### src/rtl/bank_port_sched.sv
// bank_port_sched: arbitrates the single read port of the colour register bank
// between the VGA renderer (priority) and the display scanner (starvation guard),
// and turns the keypad's level-held strobe into one write pulse per press.
// Optional build macro: BANK_PORT_SCHED_WR_BYPASS_EN. When defined, a read that
// coincides with a write to the same cell returns the value being written.
module bank_port_sched #(
    parameter int AW       = 4,
    parameter int DW       = 3,
    parameter int MAX_WAIT = 8
) (
    input  logic          clk,
    input  logic          rst,
    input  logic          vga_req,
    input  logic [AW-1:0] vga_addr,
    output logic          vga_gnt,
    output logic [DW-1:0] vga_data,
    output logic          vga_valid,
    input  logic          disp_req,
    input  logic [AW-1:0] disp_addr,
    output logic          disp_gnt,
    output logic [DW-1:0] disp_data,
    output logic          disp_valid,
    input  logic          key_opr,
    input  logic [AW-1:0] key_pos,
    input  logic [DW-1:0] key_data,
    output logic [AW-1:0] bank_addr_r,
    input  logic [DW-1:0] bank_dat_r,
    output logic [AW-1:0] bank_addr_w,
    output logic [DW-1:0] bank_dat_w,
    output logic          bank_we
);

    typedef enum logic [1:0] {
        IDLE    = 2'd0,
        RD_VGA  = 2'd1,
        RD_DISP = 2'd2
    } state_t;

    // MAX_WAIT is at most 255, so an 8-bit refusal counter always suffices.
    localparam logic [7:0] WAIT_TOP = 8'(MAX_WAIT - 1);

    state_t        state;
    state_t        state_nxt;
    logic [7:0]    wait_cnt;
    logic          force_disp;
    logic [DW-1:0] rd_cap;
    logic          opr_q;
    logic          wr_rise;

    assign vga_gnt  = (state == RD_VGA);
    assign disp_gnt = (state == RD_DISP);
    assign wr_rise  = key_opr && !opr_q;

    // Next owner of the read port: a starved display wins, then VGA, then display.
    always_comb begin
        state_nxt  = IDLE;
        force_disp = disp_req && (wait_cnt == WAIT_TOP);
        if (force_disp)
            state_nxt = RD_DISP;
        else if (vga_req)
            state_nxt = RD_VGA;
        else if (disp_req)
            state_nxt = RD_DISP;
    end

    // Read data captured at the end of a grant cycle.
`ifdef BANK_PORT_SCHED_WR_BYPASS_EN
    always_comb begin
        rd_cap = bank_dat_r;
        if (bank_we && (bank_addr_w == bank_addr_r))
            rd_cap = bank_dat_w;
    end
`else
    // Without bypass the bank's current (old) contents are returned.
    always_comb begin
        rd_cap = bank_dat_r;
    end
`endif

    // Arbitration state register.
    always_ff @(posedge clk) begin
        if (rst)
            state <= IDLE;
        else
            state <= state_nxt;
    end

    // Latch the winner's address on grant; hold it while idle.
    always_ff @(posedge clk) begin
        if (rst)
            bank_addr_r <= '0;
        else if (state_nxt == RD_VGA)
            bank_addr_r <= vga_addr;
        else if (state_nxt == RD_DISP)
            bank_addr_r <= disp_addr;
    end

    // Return data to whichever reader owned the port in the cycle just ended.
    always_ff @(posedge clk) begin
        if (rst) begin
            vga_data   <= '0;
            vga_valid  <= 1'b0;
            disp_data  <= '0;
            disp_valid <= 1'b0;
        end else begin
            vga_valid  <= (state == RD_VGA);
            disp_valid <= (state == RD_DISP);
            if (state == RD_VGA)
                vga_data <= rd_cap;
            if (state == RD_DISP)
                disp_data <= rd_cap;
        end
    end

    // Count consecutive refused display requests, saturating at the force point.
    always_ff @(posedge clk) begin
        if (rst)
            wait_cnt <= '0;
        else if (!disp_req || (state_nxt == RD_DISP))
            wait_cnt <= '0;
        else if (wait_cnt != WAIT_TOP)
            wait_cnt <= wait_cnt + 8'd1;
    end

    // One write pulse per keypad press; address/data hold between presses.
    always_ff @(posedge clk) begin
        if (rst) begin
            opr_q       <= 1'b0;
            bank_we     <= 1'b0;
            bank_addr_w <= '0;
            bank_dat_w  <= '0;
        end else begin
            opr_q   <= key_opr;
            bank_we <= wr_rise;
            if (wr_rise) begin
                bank_addr_w <= key_pos;
                bank_dat_w  <= key_data;
            end
        end
    end

endmodule

### config.mk
export PLATFORM = sky130hd
export DESIGN_NAME = bank_port_sched
export DESIGN_NICKNAME = d
export VERILOG_FILES = /design/src/rtl/bank_port_sched.sv
export SDC_FILE = /design/constraint.sdc
export NUM_CORES = 1
export LEC_CHECK = 0
export ABC_AREA = 1
export CAP_MARGIN = 20
export CORE_MARGIN = 5
export CORE_UTILIZATION = 41
export CTS_CLUSTER_DIAMETER = 120
export DETAILED_ROUTE_END_ITERATION = 10
export PLACE_DENSITY = 0.74
export SLEW_MARGIN = 20
export SYNTH_ARGS = -nofsm -noshare
export SYNTH_HDL_FRONTEND = slang
export SYNTH_SLANG_ARGS = --single-unit
### constraint.sdc
create_clock -name clk -period 2.2 [get_ports clk]
set_clock_uncertainty 0.2 [all_clocks]
set_input_delay 0.44 -clock clk [delete_from_list [all_inputs] [get_ports clk]]
set_output_delay 0.44 -clock clk [all_outputs]
set_load 0.01 [all_outputs]
==> results of run 1 <==
[cell families (layout without fill, tap and decap cells)]
logic type	after synthesis	in the layout	synth area share
AND/OR/NAND/NOR	71	71	0.2280
flip-flops	31	31	0.4853
buffers and inverters	32	86	0.1008
adder cells (fa/ha/maj)	3	3	0.02936
XOR/XNOR	3	3	0.02055
AO/OA/AOI/OAI	34	34	0.1360
[critical path, cell delays in order, from the launching register on]
cell and delay [ns]:
dfxtp_1 0.31, inv_1 0.06, nand2_1 0.10, inv_1 0.13
clkdlybuf4s50_1 0.55
[power by group]
part           switching, mW  internal [mW]  total [mW]  leakage (nW)
Sequential            0.0137          0.591       0.605         0.255
Combinational         0.0783          0.107       0.186         0.494
Clock                  0.196          0.268       0.464        0.0482
Total                  0.288          0.967        1.25         0.797
[sequential cells by signal, indices dropped and copies added, names as in the netlist, 2 cells and up]
name and flops:
bank_addr_w 4, disp_data 3, bank_dat_w 3, wait_cnt 8
bank_addr_r 4, vga_data 3, state 2
[Yosys cell counts]
cell type  instances
a21oi_1            9
xnor2_1            2
buf_6              1
nand2_1           19
buf_2              1
inv_2              3
xor2_1             1
nand3_1            3
nand2_2            2
dfxtp_1           31
nor2_1            44
nand3_2            1
o21ai_0           24
ha_1               3
nor2_2             1
nor2_4             1
inv_1             27
o21ai_2            1
[layout make-up]
cell class / instances / area [µm²] / area share
tap: 44 / 55.05 / 0.02933
clock inverter: 2 / 35.03 / 0.01867
sequential: 31 / 620.6 / 0.3307
inverter: 30 / 112.6 / 0.06000
clock buffer: 6 / 51.30 / 0.02733
timing repair buffer: 48 / 470.5 / 0.2507
multi-input combinational: 111 / 531.8 / 0.2833
[what timing repair did]
| item | in CTS | in global routing |
|---|---|---|
| setup endpoints to repair | 0 | 2 |
| gates resized for setup | 0 | 1 |
| hold buffers | 0 | 0 |
[per-layer routing]
metal,track usage,vias to the layer above
li1,-,637
met1,0.1484,472
met2,0.2153,28
met3,0.04592,7
met4,0.07772,0
met5,0,-
[per-stage QoR]
step,cells,hold slack (ns),total power [mW]
finish,272,0.2821,1.254
global route,272,0.3147,1.329
CTS,272,0.2894,1.275
detailed placement,264,0.2733,0.8053
global placement,264,0.2606,0.8035
floorplan,174,0.2523,0.6954
[cells in the final DEF, fill, tap and decap left out]
| master | Yosys | final |
|---|---|---|
| nand3_1 | 3 | 3 |
| o21ai_0 | 24 | 24 |
| nand2_2 | 2 | 2 |
| clkdlybuf4s50_1 | 0 | 44 |
| clkinv_2 | 0 | 1 |
| nor2_2 | 1 | 1 |
| nor2_1 | 44 | 44 |
| ha_2 | 0 | 1 |
| nand2_1 | 19 | 19 |
| buf_4 | 0 | 4 |
| clkbuf_4 | 0 | 5 |
| inv_2 | 3 | 3 |
| inv_1 | 27 | 27 |
| bufinv_16 | 0 | 1 |
| dfxtp_1 | 31 | 31 |
| clkbuf_8 | 0 | 1 |
| nor2_4 | 1 | 1 |
| ha_1 | 3 | 2 |
| a21oi_1 | 9 | 9 |
| xor2_1 | 1 | 1 |
| o21ai_2 | 1 | 1 |
| nand3_2 | 1 | 1 |
| xnor2_1 | 2 | 2 |
[final timing paths]
kind | start | endpoint | slack, ns | depth (start not counted)
setup / recovery | state[1] | vga_gnt | 0.1 | 4
hold / removal | wait_cnt[7] | wait_cnt[7] | 0.28 | 2
setup reg to reg | wait_cnt[0] | bank_addr_r[0] | 0.23 | 11
hold reg to reg | wait_cnt[7] | wait_cnt[7] | 0.28 | 2
==> results.yml, run 1 <==
clock_network:
  insertion_delay_ns: 0.33
  postCtsSetupRepairBufs: 0
  numCtsBuffers: 5
  cts_tree: "yes"
  cts.sinks: 31
  cts.reportedPaths.clkPinSlew_ns: 0.10
  htreeDepth: 2
  cts.path.max_buffers: 2
  clock-root-buffer: "clkbuf_4"
die:
  ios: 45
  core_area_um2: 3028
  initial_core_util: 0.4223
  fp-row-count: 20
  die_area_um2: 4336
  die_width_um: 65.85
  die_height_um: 65.85
cells_and_area:
  postLayoutCellArea_um2: 1877
  layout-drive-gt1-share: 0.09649
  fin_util: 0.6198
  fin_nets: 253
  syn2layout_area_growth_pct: 46.77
  diodes: 0
  num-fill-cells: 285
sta:
  rsz0062_at_grt: "false"
  tns_ns: 0
  period_needed_ns: 2.105
  relSlewSlack: 0.8277
  tightest_slew_ns: 0.2582
  setup_ws_ns: 0.09521
  period_share: 0.9567
  finalSetupViolations: 0
  max_freq_mhz: 475.1
  hold_viol_final: 0
  drv_slew: 0
setup_path:
  critical_path_class: "reg -> out"
  crit_path_max_fanout: 5
  cp-start-kind: "register"
  cp-end-kind: "output port"
  arrival_ns: 1.46
  worstPathRequired_ns: 1.56
yosys:
  synth-seq-cells: 31
  synth_warnings: 0
  netlist_area_um2: 1279
  synth_cell_type_count: 18
  netlist_instances: 174
  synth_area_per_cell_um2: 7.349
  synth_top_area_frac: 0.4853
  synth_nets: 200
  synth_seq_area_share: 0.4853
  yosysTopAreaCell: "dfxtp_1"
  synth_area_leaders: "dfxtp_1, nor2_1, o21ai_0"
place:
  hpwl_um: 1925
  placedInstanceArea_um2: 1788
  gp_congestion: 0.7594
  io_buffers: 44
  place_ws_ns: 0.02308
route:
  drc_errors: 0
  m1WireLength_um: 1152
  top_layer_used: "met4"
  drtPass1Iterations: 4
  met2_length_um: 1169
  avgRoutedWirePerCell_um: 9.320
  dr_wl_met3_um: 160
  drtIter0Drc: 54
  ant_nets: 0
  wl_um: 2535
  drt-vias-per-instance: 4.206
  vias: 1144
grt:
  grt.overflow.total: 0
  grt_usage: 0.1324
  antenna_found_initial: 0
  grt_pass1_wl_um: 4284
  grt_start_max_net_pins: 15
  grt_pass1_vias: 1043
outcome:
  status: "completed"
power_and_ir_drop:
  peakVddDrop_mv: 0.4685
  p_leak_nw: 0.7974
  powerDensity_nw_per_um2: 668.4
min_path:
  hold_path.class: "reg -> reg"
job:
  cap_viol_max_count: 0
(Power assumes the default switching activity.)
==> run 2, diff against run 1 <==
- CORE_UTILIZATION: 41 -> 39
- clock period: 2.2 -> 1.73 ns (I/O delays scaled with it)
==> results.yml, run 2 (synthesis gave the netlist of run 1 again) <==
outcome:
  status: "completed"
setup_path:
  cp-start-kind: "input pin"
  cp-end-kind: "register"
  critical_path_class: "in -> reg"
  r2r_start: "wait_cnt[0]"
  rr_worst_depth: 11
  rr_endpoint: "bank_addr_r[3]"
  worstPathRequired_ns: 1.76
  arrival_ns: 1.74
  r2r_slack_ns: 0.04
  crit_path_max_fanout: 8
grt:
  grt_start_max_net_pins: 10
  antenna_found_initial: 0
  grt_pass1_vias: 1086
  grt_usage: 0.1389
  gr-usage-met2: 0.2123
  grt.overflow.total: 0
  use_met3: 0.05324
  grt_pass1_wl_um: 4740
  top_usage_layer: "met2"
  use_met1: 0.1733
place:
  place_ws_ns: -0.3172
  dp_cells: 275
  gp_congestion: 0.7895
  io_buffers: 44
  hpwl_um: 2235
cells_and_area:
  largest_reg_flops: 8
  top_regs: "wait_cnt x8, bank_addr_r x4, bank_addr_w x4"
  final_common_cell: "nor2_1"
  fin_nets: 265
  stdcell_count: 283
  largest-register: "wait_cnt"
  layout_common_cells: "nor2_1, dfxtp_1, inv_1"
  num-fill-cells: 306
  syn2layout_area_growth_pct: 55.48
  layout-drive-gt1-share: 0.1967
  fin_util: 0.6407
  diodes: 0
die:
  die_area_um2: 4524
  initial_core_util: 0.4121
  fp-row-count: 20
  die_width_um: 67.26
  die_height_um: 67.26
  ios: 45
  core_area_um2: 3103
route:
  avgRoutedWirePerCell_um: 9.961
  drt-vias-per-instance: 4.343
  wl_um: 2819
  drtPass1Iterations: 6
  vias: 1229
  drc_errors: 0
  drtIter0Drc: 37
  ant_nets: 0
power_and_ir_drop:
  p_sw_uw: 368.2
  peakVddDrop_mv: 0.4109
  finalPower_mw: 1.441
  p_leak_nw: 0.9533
  clock_power_share: 0.296
  p_int_mw: 1.073
  powerDensity_nw_per_um2: 724.9
  combPwrFrac: 0.171
  power_frac_seq: 0.533
  switching_share: 0.2555
sta:
  period_needed_ns: 1.717
  tns_ns: 0
  rsz0062_at_grt: "true"
  relSlewSlack: 0.8417
  drv_slew: 0
  max_freq_mhz: 582.5
  tightest_slew_ns: 0.2372
  period_share: 0.9923
  hold_viol_final: 0
  setup_ws_ns: 0.01327
  finalSetupViolations: 0
job:
  cap_viol_max_count: 0
min_path:
  hold_path_depth: 2
  hold_path.class: "reg -> reg"
  hold_start: "vga_data[0]"
  holdPathEnd: "vga_data[0]"
clock_network:
  cts.path.max_buffers: 2
  cts.sinks: 31
  cts_tree: "yes"
  htreeDepth: 2
  clock-root-buffer: "clkbuf_4"
  numCtsBuffers: 5
  cts.reportedPaths.clkPinSlew_ns: 0.09
  insertion_delay_ns: 0.32
-- run 2: cell count changes in the layout (fill, tap and decap cells not counted), sizes merged --
cell           previous run  this run
dlygate4sd2               0        20
buf                       4        16
clkbuf                    6         7
dlymetal6s2s              0         1
bufinv                    1         0
clkdlybuf4s50            44        22
-- run 2: per-stage QoR --
stage / hold WS, ns / instance area [µm²]
3_5_place_dp: 0.2739 / 1911
2_1_floorplan: 0.2408 / 1319
6_report: 0.2835 / 1988
4_1_cts: 0.2912 / 1967
3_3_place_gp: 0.2623 / 1911
5_1_grt: 0.3046 / 1988
-- run 2: area by class of cell --
cell class	instances	area, µm²	area share
Clock buffer	6	51.30	0.02580
Clock inverter	1	5.005	0.002517
Inverter	30	112.6	0.05664
Multi-Input combinational cell	111	605.6	0.3046
Sequential cell	31	625.6	0.3147
Tap cell	44	55.05	0.02769
Timing Repair Buffer	60	533.0	0.2681
-- run 2: per-layer routing --
metal,part of all wire,vias to the layer above
li1,-,663
met1,0.44,527
met2,0.47,34
met3,0.078,5
met4,0.014,0
met5,0,-
-- run 2: critical path, cell delays in order --
cell and delay [ns]:
clkdlybuf4s50_1 0.56, inv_1 0.11, o21ai_4 0.20, inv_2 0.06
ha_4 0.18, nand2_1 0.06, o21ai_0 0.07, o21ai_1 0.12
inv_1 0.04
-- run 2: repair_timing --
item,4_1_cts,5_1_grt
setup endpoints to repair,25,13
buffers inserted,0,1
pin swaps,5,7
gates resized for setup,27,12
hold buffers,0,0
-- run 2: worst max-delay path by stage --
stage / to / slack, ns / start
after floorplan: bank_addr_r[1] / 0.03 / wait_cnt[1]
after global placement: bank_addr_r[1] / -0.21 / disp_req
after detailed placement: bank_addr_r[0] / -0.32 / disp_req
after CTS: bank_addr_r[0] / -0.01 / wait_cnt[1]
after global routing: bank_addr_r[1] / -0.09 / wait_cnt[6]
final: bank_addr_r[3] / 0.01 / disp_req
-- run 2: power groups by stage --
stage / Clock, mW / Combinational, mW / Sequential (mW)
final: 0.427 / 0.246 / 0.769
after global routing: 0.470 / 0.274 / 0.774
after global placement: 0 / 0.262 / 0.786
after CTS: 0.443 / 0.246 / 0.770
after detailed placement: 0 / 0.264 / 0.787
after floorplan: 0 / 0.0932 / 0.802
